--- src/rtl/bk_adder_pkg.sv ---
// Shared types and elaboration helpers for the pipelined Brent-Kung adder.
package bk_adder_pkg;

    localparam int unsigned MAX_WIDTH = 64;

    typedef struct packed {
        logic p;
        logic g;
    } pg_t;

    // Number of prefix levels: log2 up-sweep levels plus log2-1 down-sweep levels.
    function automatic int unsigned bk_levels(input int unsigned width);
        return 2 * $clog2(width) - 1;
    endfunction

    // Input register plus one register after every lps prefix levels.
    function automatic int unsigned bk_nstg(input int unsigned width, input int unsigned lps);
        return (bk_levels(width) + lps - 1) / lps + 1;
    endfunction

endpackage

--- src/rtl/bk_prefix_level.sv ---
// One combinational Brent-Kung prefix level: up-sweep for LEVEL < log2(WIDTH), down-sweep after.
module bk_prefix_level
    import bk_adder_pkg::*;
#(
    parameter int unsigned WIDTH = 12,
    parameter int unsigned LEVEL = 0
) (
    input  pg_t [WIDTH-1:0] pg_in,
    output pg_t [WIDTH-1:0] pg_out
);

    localparam int  N    = $clog2(WIDTH);
    localparam bit  UP   = (int'(LEVEL) < N);
    localparam int  J    = UP ? int'(LEVEL) : 2 * N - 2 - int'(LEVEL);
    localparam int  SPAN = 1 << J;

    for (genvar i = 0; i < int'(WIDTH); i++) begin : g_bit
        // Down-sweep fills the odd multiples of SPAN left open by the up-sweep.
        localparam bit ACTIVE = UP ? (((i + 1) % (2 * SPAN)) == 0)
                                   : ((((i + 1) % (2 * SPAN)) == SPAN) && (i >= 2 * SPAN));
        if (ACTIVE) begin : g_op
            assign pg_out[i].g = pg_in[i].g | (pg_in[i].p & pg_in[i-SPAN].g);
            assign pg_out[i].p = pg_in[i].p & pg_in[i-SPAN].p;
        end else begin : g_pass
            assign pg_out[i] = pg_in[i];
        end
    end

endmodule

--- src/rtl/bk_adder_pipe.sv ---
// Pipelined Brent-Kung adder/subtractor with valid/ready on both sides.
// Define BK_ADD_OVF_EN to add the registered signed-overflow output out_ovf.
module bk_adder_pipe
    import bk_adder_pkg::*;
#(
    parameter int unsigned WIDTH = 12,
    parameter int unsigned LPS   = 4
) (
    input  logic                 clk,
    input  logic                 rst_n,
    input  logic                 in_valid,
    output logic                 in_ready,
    input  logic [2*WIDTH-1:0]   in_pairs,
    input  logic                 in_sub,
    output logic                 out_valid,
    input  logic                 out_ready,
    output logic [WIDTH:0]       out_sum
`ifdef BK_ADD_OVF_EN
    ,
    output logic                 out_ovf
`endif
);

    localparam int unsigned L    = bk_levels(WIDTH);
    localparam int unsigned NSTG = bk_nstg(WIDTH, LPS);
    localparam int unsigned NPG  = NSTG - 1;

    logic [NSTG-1:0]  v_q;
    logic [NSTG-1:0]  v_in;
    logic [NSTG-1:0]  ld;
    logic [WIDTH-1:0] a_c;
    logic [WIDTH-1:0] bx_c;
    pg_t  [WIDTH-1:0] fin_c;
    logic [WIDTH-1:0] c_c;
    logic [WIDTH-1:0] unused_grp_p;
    logic [WIDTH:0]   sum_c;
    logic             out_load_c;

    // Stage k loads when it is empty or every stage downstream of it can move.
    for (genvar k = 0; k < int'(NSTG); k++) begin : g_ready
        assign ld[k] = out_ready | ~(&v_q[NSTG-1:k]);
    end

    assign v_in       = {v_q[NSTG-2:0], in_valid};
    assign in_ready   = ld[0];
    assign out_valid  = v_q[NSTG-1];
    assign out_load_c = ld[NSTG-1] & v_in[NSTG-1];

    always_ff @(posedge clk or negedge rst_n) begin
        if (!rst_n) begin
            v_q <= '0;
        end else begin
            v_q <= (v_in & ld) | (v_q & ~ld);
        end
    end

    // Deinterleave operands; b is inverted for subtraction.
    always_comb begin
        a_c  = '0;
        bx_c = '0;
        for (int i = 0; i < int'(WIDTH); i++) begin
            a_c[i]  = in_pairs[2*i];
            bx_c[i] = in_pairs[2*i+1] ^ in_sub;
        end
    end

    for (genvar s = 0; s < int'(NPG); s++) begin : g_stage
        pg_t  [WIDTH-1:0] pg_d;
        pg_t  [WIDTH-1:0] pg_q;
        logic [WIDTH-1:0] po_d;
        logic [WIDTH-1:0] po_q;
        logic             cin_d;
        logic             cin_q;

        if (s == 0) begin : g_src
            always_comb begin
                pg_d = '0;
                for (int i = 0; i < int'(WIDTH); i++) begin
                    pg_d[i].p = a_c[i] ^ bx_c[i];
                    pg_d[i].g = a_c[i] & bx_c[i];
                end
            end
            assign po_d  = a_c ^ bx_c;
            assign cin_d = in_sub;
        end else begin : g_src
            assign pg_d  = g_level[s*LPS-1].dst;
            assign po_d  = g_stage[s-1].po_q;
            assign cin_d = g_stage[s-1].cin_q;
        end

        always_ff @(posedge clk or negedge rst_n) begin
            if (!rst_n) begin
                pg_q  <= '0;
                po_q  <= '0;
                cin_q <= 1'b0;
            end else if (ld[s] && v_in[s]) begin
                pg_q  <= pg_d;
                po_q  <= po_d;
                cin_q <= cin_d;
            end
        end
    end

    for (genvar l = 0; l < int'(L); l++) begin : g_level
        pg_t [WIDTH-1:0] src;
        pg_t [WIDTH-1:0] dst;

        if (l == 0) begin : g_src
            // Fold carry-in into bit 0 so every group generate already includes it.
            always_comb begin
                src      = g_stage[0].pg_q;
                src[0].g = g_stage[0].pg_q[0].g | (g_stage[0].pg_q[0].p & g_stage[0].cin_q);
            end
        end else if ((l % LPS) == 0) begin : g_src
            assign src = g_stage[l/LPS].pg_q;
        end else begin : g_src
            assign src = g_level[l-1].dst;
        end

        bk_prefix_level #(
            .WIDTH (WIDTH),
            .LEVEL (l)
        ) u_level (
            .pg_in  (src),
            .pg_out (dst)
        );
    end

    assign fin_c = g_level[L-1].dst;

    always_comb begin
        c_c          = '0;
        unused_grp_p = '0;
        for (int i = 0; i < int'(WIDTH); i++) begin
            c_c[i]          = fin_c[i].g;
            unused_grp_p[i] = fin_c[i].p;
        end
    end

    assign sum_c = {c_c[WIDTH-1], g_stage[NPG-1].po_q ^ {c_c[WIDTH-2:0], g_stage[NPG-1].cin_q}};

    always_ff @(posedge clk or negedge rst_n) begin
        if (!rst_n) begin
            out_sum <= '0;
        end else if (out_load_c) begin
            out_sum <= sum_c;
        end
    end

`ifdef BK_ADD_OVF_EN
    always_ff @(posedge clk or negedge rst_n) begin
        if (!rst_n) begin
            out_ovf <= 1'b0;
        end else if (out_load_c) begin
            out_ovf <= c_c[WIDTH-1] ^ c_c[WIDTH-2];
        end
    end
`endif

endmodule
--- config.mk ---
export PLATFORM = sky130hd
export DESIGN_NAME = bk_adder_pipe
export DESIGN_NICKNAME = d
export VERILOG_FILES = /design/src/rtl/bk_adder_pkg.sv /design/src/rtl/bk_prefix_level.sv /design/src/rtl/bk_adder_pipe.sv
export SDC_FILE = /design/constraint.sdc
export NUM_CORES = 1
export LEC_CHECK = 0
export ABC_AREA = 0
export CAP_MARGIN = 20
export CORE_MARGIN = 8
export CORE_UTILIZATION = 49
export DETAILED_ROUTE_END_ITERATION = 8
export PLACE_DENSITY = 0.84
export SLEW_MARGIN = 10
export SYNTH_ARGS = -nofsm -noshare
export SYNTH_HDL_FRONTEND = slang
export SYNTH_SLANG_ARGS = --single-unit
--- constraint.sdc ---
create_clock -name clk -period 4.77 [get_ports clk]
set_clock_uncertainty 0.2 [all_clocks]
set_input_delay 1.431 -clock clk [delete_from_list [all_inputs] [get_ports clk]]
set_output_delay 1.431 -clock clk [all_outputs]
set_load 0.01 [all_outputs]
==> results.tsv <==
metric	value	unit
outcome	finished clean	
fillers	494	
clock-sinks	69	
rr_worst_depth	3	
required	3.14	ns
tightestPinTransition	0.715	ns
portBuffers	43	
dp_hpwl	3910	um
ff_latch_area	1730	um^2
ys_types	27	
max_freq	0.236	GHz
crit_arrival	2.61	ns
end_kind	output port	
min_from	out_sum[12]	
dr.first_iter.drc_count	64	
grt_pass1_vias	1947	
place_congestion	0.726	
drc_errors	0	
clk_pin_slew	0.07	ns
io_pins	44	
start_util	0.497	
final_common_cell	dfrtp_1	
post_cts_buffers	0	
grt-ovfl-total	0	
cts_tree	built	
power.leakage	1.68	nW
die-area	9090	um^2
grt_max_degree	52	
final_cell_mix	dfrtp_1, mux2_2, clkdlybuf4s50_1	
yosysSeqAreaShare	0.560	
antenna_found_initial	0	
holdWs	0.281	ns
pre_cts_slack	0.518	ns
power	1.82	mW
htree_levels	3	
crit_type	in -> out	
r2r_slack	2.89	ns
synth.top_cell.area_share	0.560	
cp_max_fo	3	
wl	5230	um
ys_ff_latch	69	
grt_most_used_layer	met2	
num_vias	1876	
nNetsFinal	330	
met3_usage	0.0394	
powerDensity	485	nW/um^2
syn_avg_cell_area	13.0	um^2
yosysWarnings	0	
stdcell_count	366	
clk_latency	0.34	ns
synth_area	3080	um^2
hold_depth	2	
setup_tns	0	ns
syn-instance-count	237	
clock-root-buffer	clkbuf_8	
post-route-period-util	0.890	
ctsResizeCount	0	
hold_viol	0	
clk_path_buf_depth	2	
syn2layout_area_growth	21.6	%
yosysTopAreaCell	dfrtp_1	
met2_usage	0.200	
rsz0062_at_grt	no	
setup_viol	0	
antennaDiodeCount	0	
r2r_end	g_stage[1].po_q[2]	
drtPass1Iterations	4	
cp-startpoint	out_ready	
multiInputGateArea	1280	um^2
hold_buffers	0	
rows	29	
hp-class	reg -> reg	
synth_nets	283	
startpoint_type	primary input	
core_area	6200	um^2
globalRouteMet1Util	0.162	
grt_usage	0.130	
die_h	95.3	um
die_w	95.3	um
synth_area_leaders	dfrtp_1, mux2_2, ha_1	
grt_pass1_wl	9140	um
vias_per_cell	5.13	
peakVddDrop	0.250	mV
min_to	out_sum[12]	
max_cap_viol_count	0	
maxSlewViolCount	0	
period_needed	4.24	ns
final_cell_area	3750	um^2
layout-drive-gt1-share	0.235	
wl_per_cell	14.3	um
dpl-instance-area	3550	um^2
setup_ws	0.525	ns
final_antenna_net_count	0	
utilization	0.604	
maxSlewHeadroom	0.522	
placed_cells	350	
cts_buffers	9	
[registers in the layout, summed over array words and instances (netlist names), named ones only]
| signal | cells |
|---|---|
| g_level.src | 27 |
| g_stage.cin_q | 2 |
| g_stage.pg_q | 1 |
| g_stage.po_q | 23 |
| out_sum | 13 |
[synthesized netlist by cell type]
library cell / instances
xor2_1: 17
a21o_1: 2
nand3b_1: 1
a31oi_1: 1
buf_6: 4
a211oi_1: 1
nor2b_1: 1
a21oi_1: 8
nand2b_1: 2
xnor2_1: 2
o21ai_0: 18
nand2_1: 23
nand4b_2: 1
dfrtp_1: 69
buf_2: 3
o21bai_1: 1
nand4_1: 1
nand3_1: 2
clkbuf_1: 1
or2b_1: 2
nor3_1: 1
ha_1: 17
mux2_2: 47
o211ai_1: 1
inv_1: 2
nand2_2: 2
nor2_1: 7
[power by group]
group / leakage, nW / switching, mW / internal (mW)
clock: 0.101 / 0.207 / 0.244
sequential: 0.837 / 0.117 / 0.758
combinational: 0.741 / 0.199 / 0.291
total: 1.68 / 0.523 / 1.29
[metal layers]
| layer | vias to the layer above | wire length, um |
|---|---|---|
| met5 | - | 0 |
| met4 | 0 | 112 |
| met3 | 8 | 270 |
| met2 | 45 | 2440 |
| met1 | 903 | 2410 |
| li1 | 920 | - |
[kinds of logic (layout without fill, tap and decap cells)]
group / Yosys count / count (layout) / share of synthesized area
buf+inv: 10 / 62 / 0.0231
compound gates: 32 / 32 / 0.0564
mux: 47 / 47 / 0.172
flops: 69 / 69 / 0.560
xor+xnor: 19 / 19 / 0.0540
simple gates: 43 / 43 / 0.0657
fa+ha+maj: 17 / 17 / 0.0690
[how the worst max path moves through the flow]
stage | to | slack, ns | cells after the start
floorplan | in_ready | 1.47 | 1
global placement | in_ready | 0.54 | 3
detailed placement | in_ready | 0.52 | 3
CTS | in_ready | 0.52 | 3
global route | in_ready | 0.47 | 3
finish | in_ready | 0.53 | 3
[layout make-up]
type,count,share of cell area
timing repair buffer,44,0.116
multi-input combinational,158,0.343
sequential,69,0.461
inverter,2,0.00200
tap,77,0.0257
clock buffer,13,0.0477
clock inverter,3,0.00467
[worst max-delay path, cell delays in order]
cell             delay, ns
clkdlybuf4s50_1       0.48
nand4b_2              0.15
clkdlybuf4s50_1       0.55
Note: power is estimated with default switching activity, not from simulation.
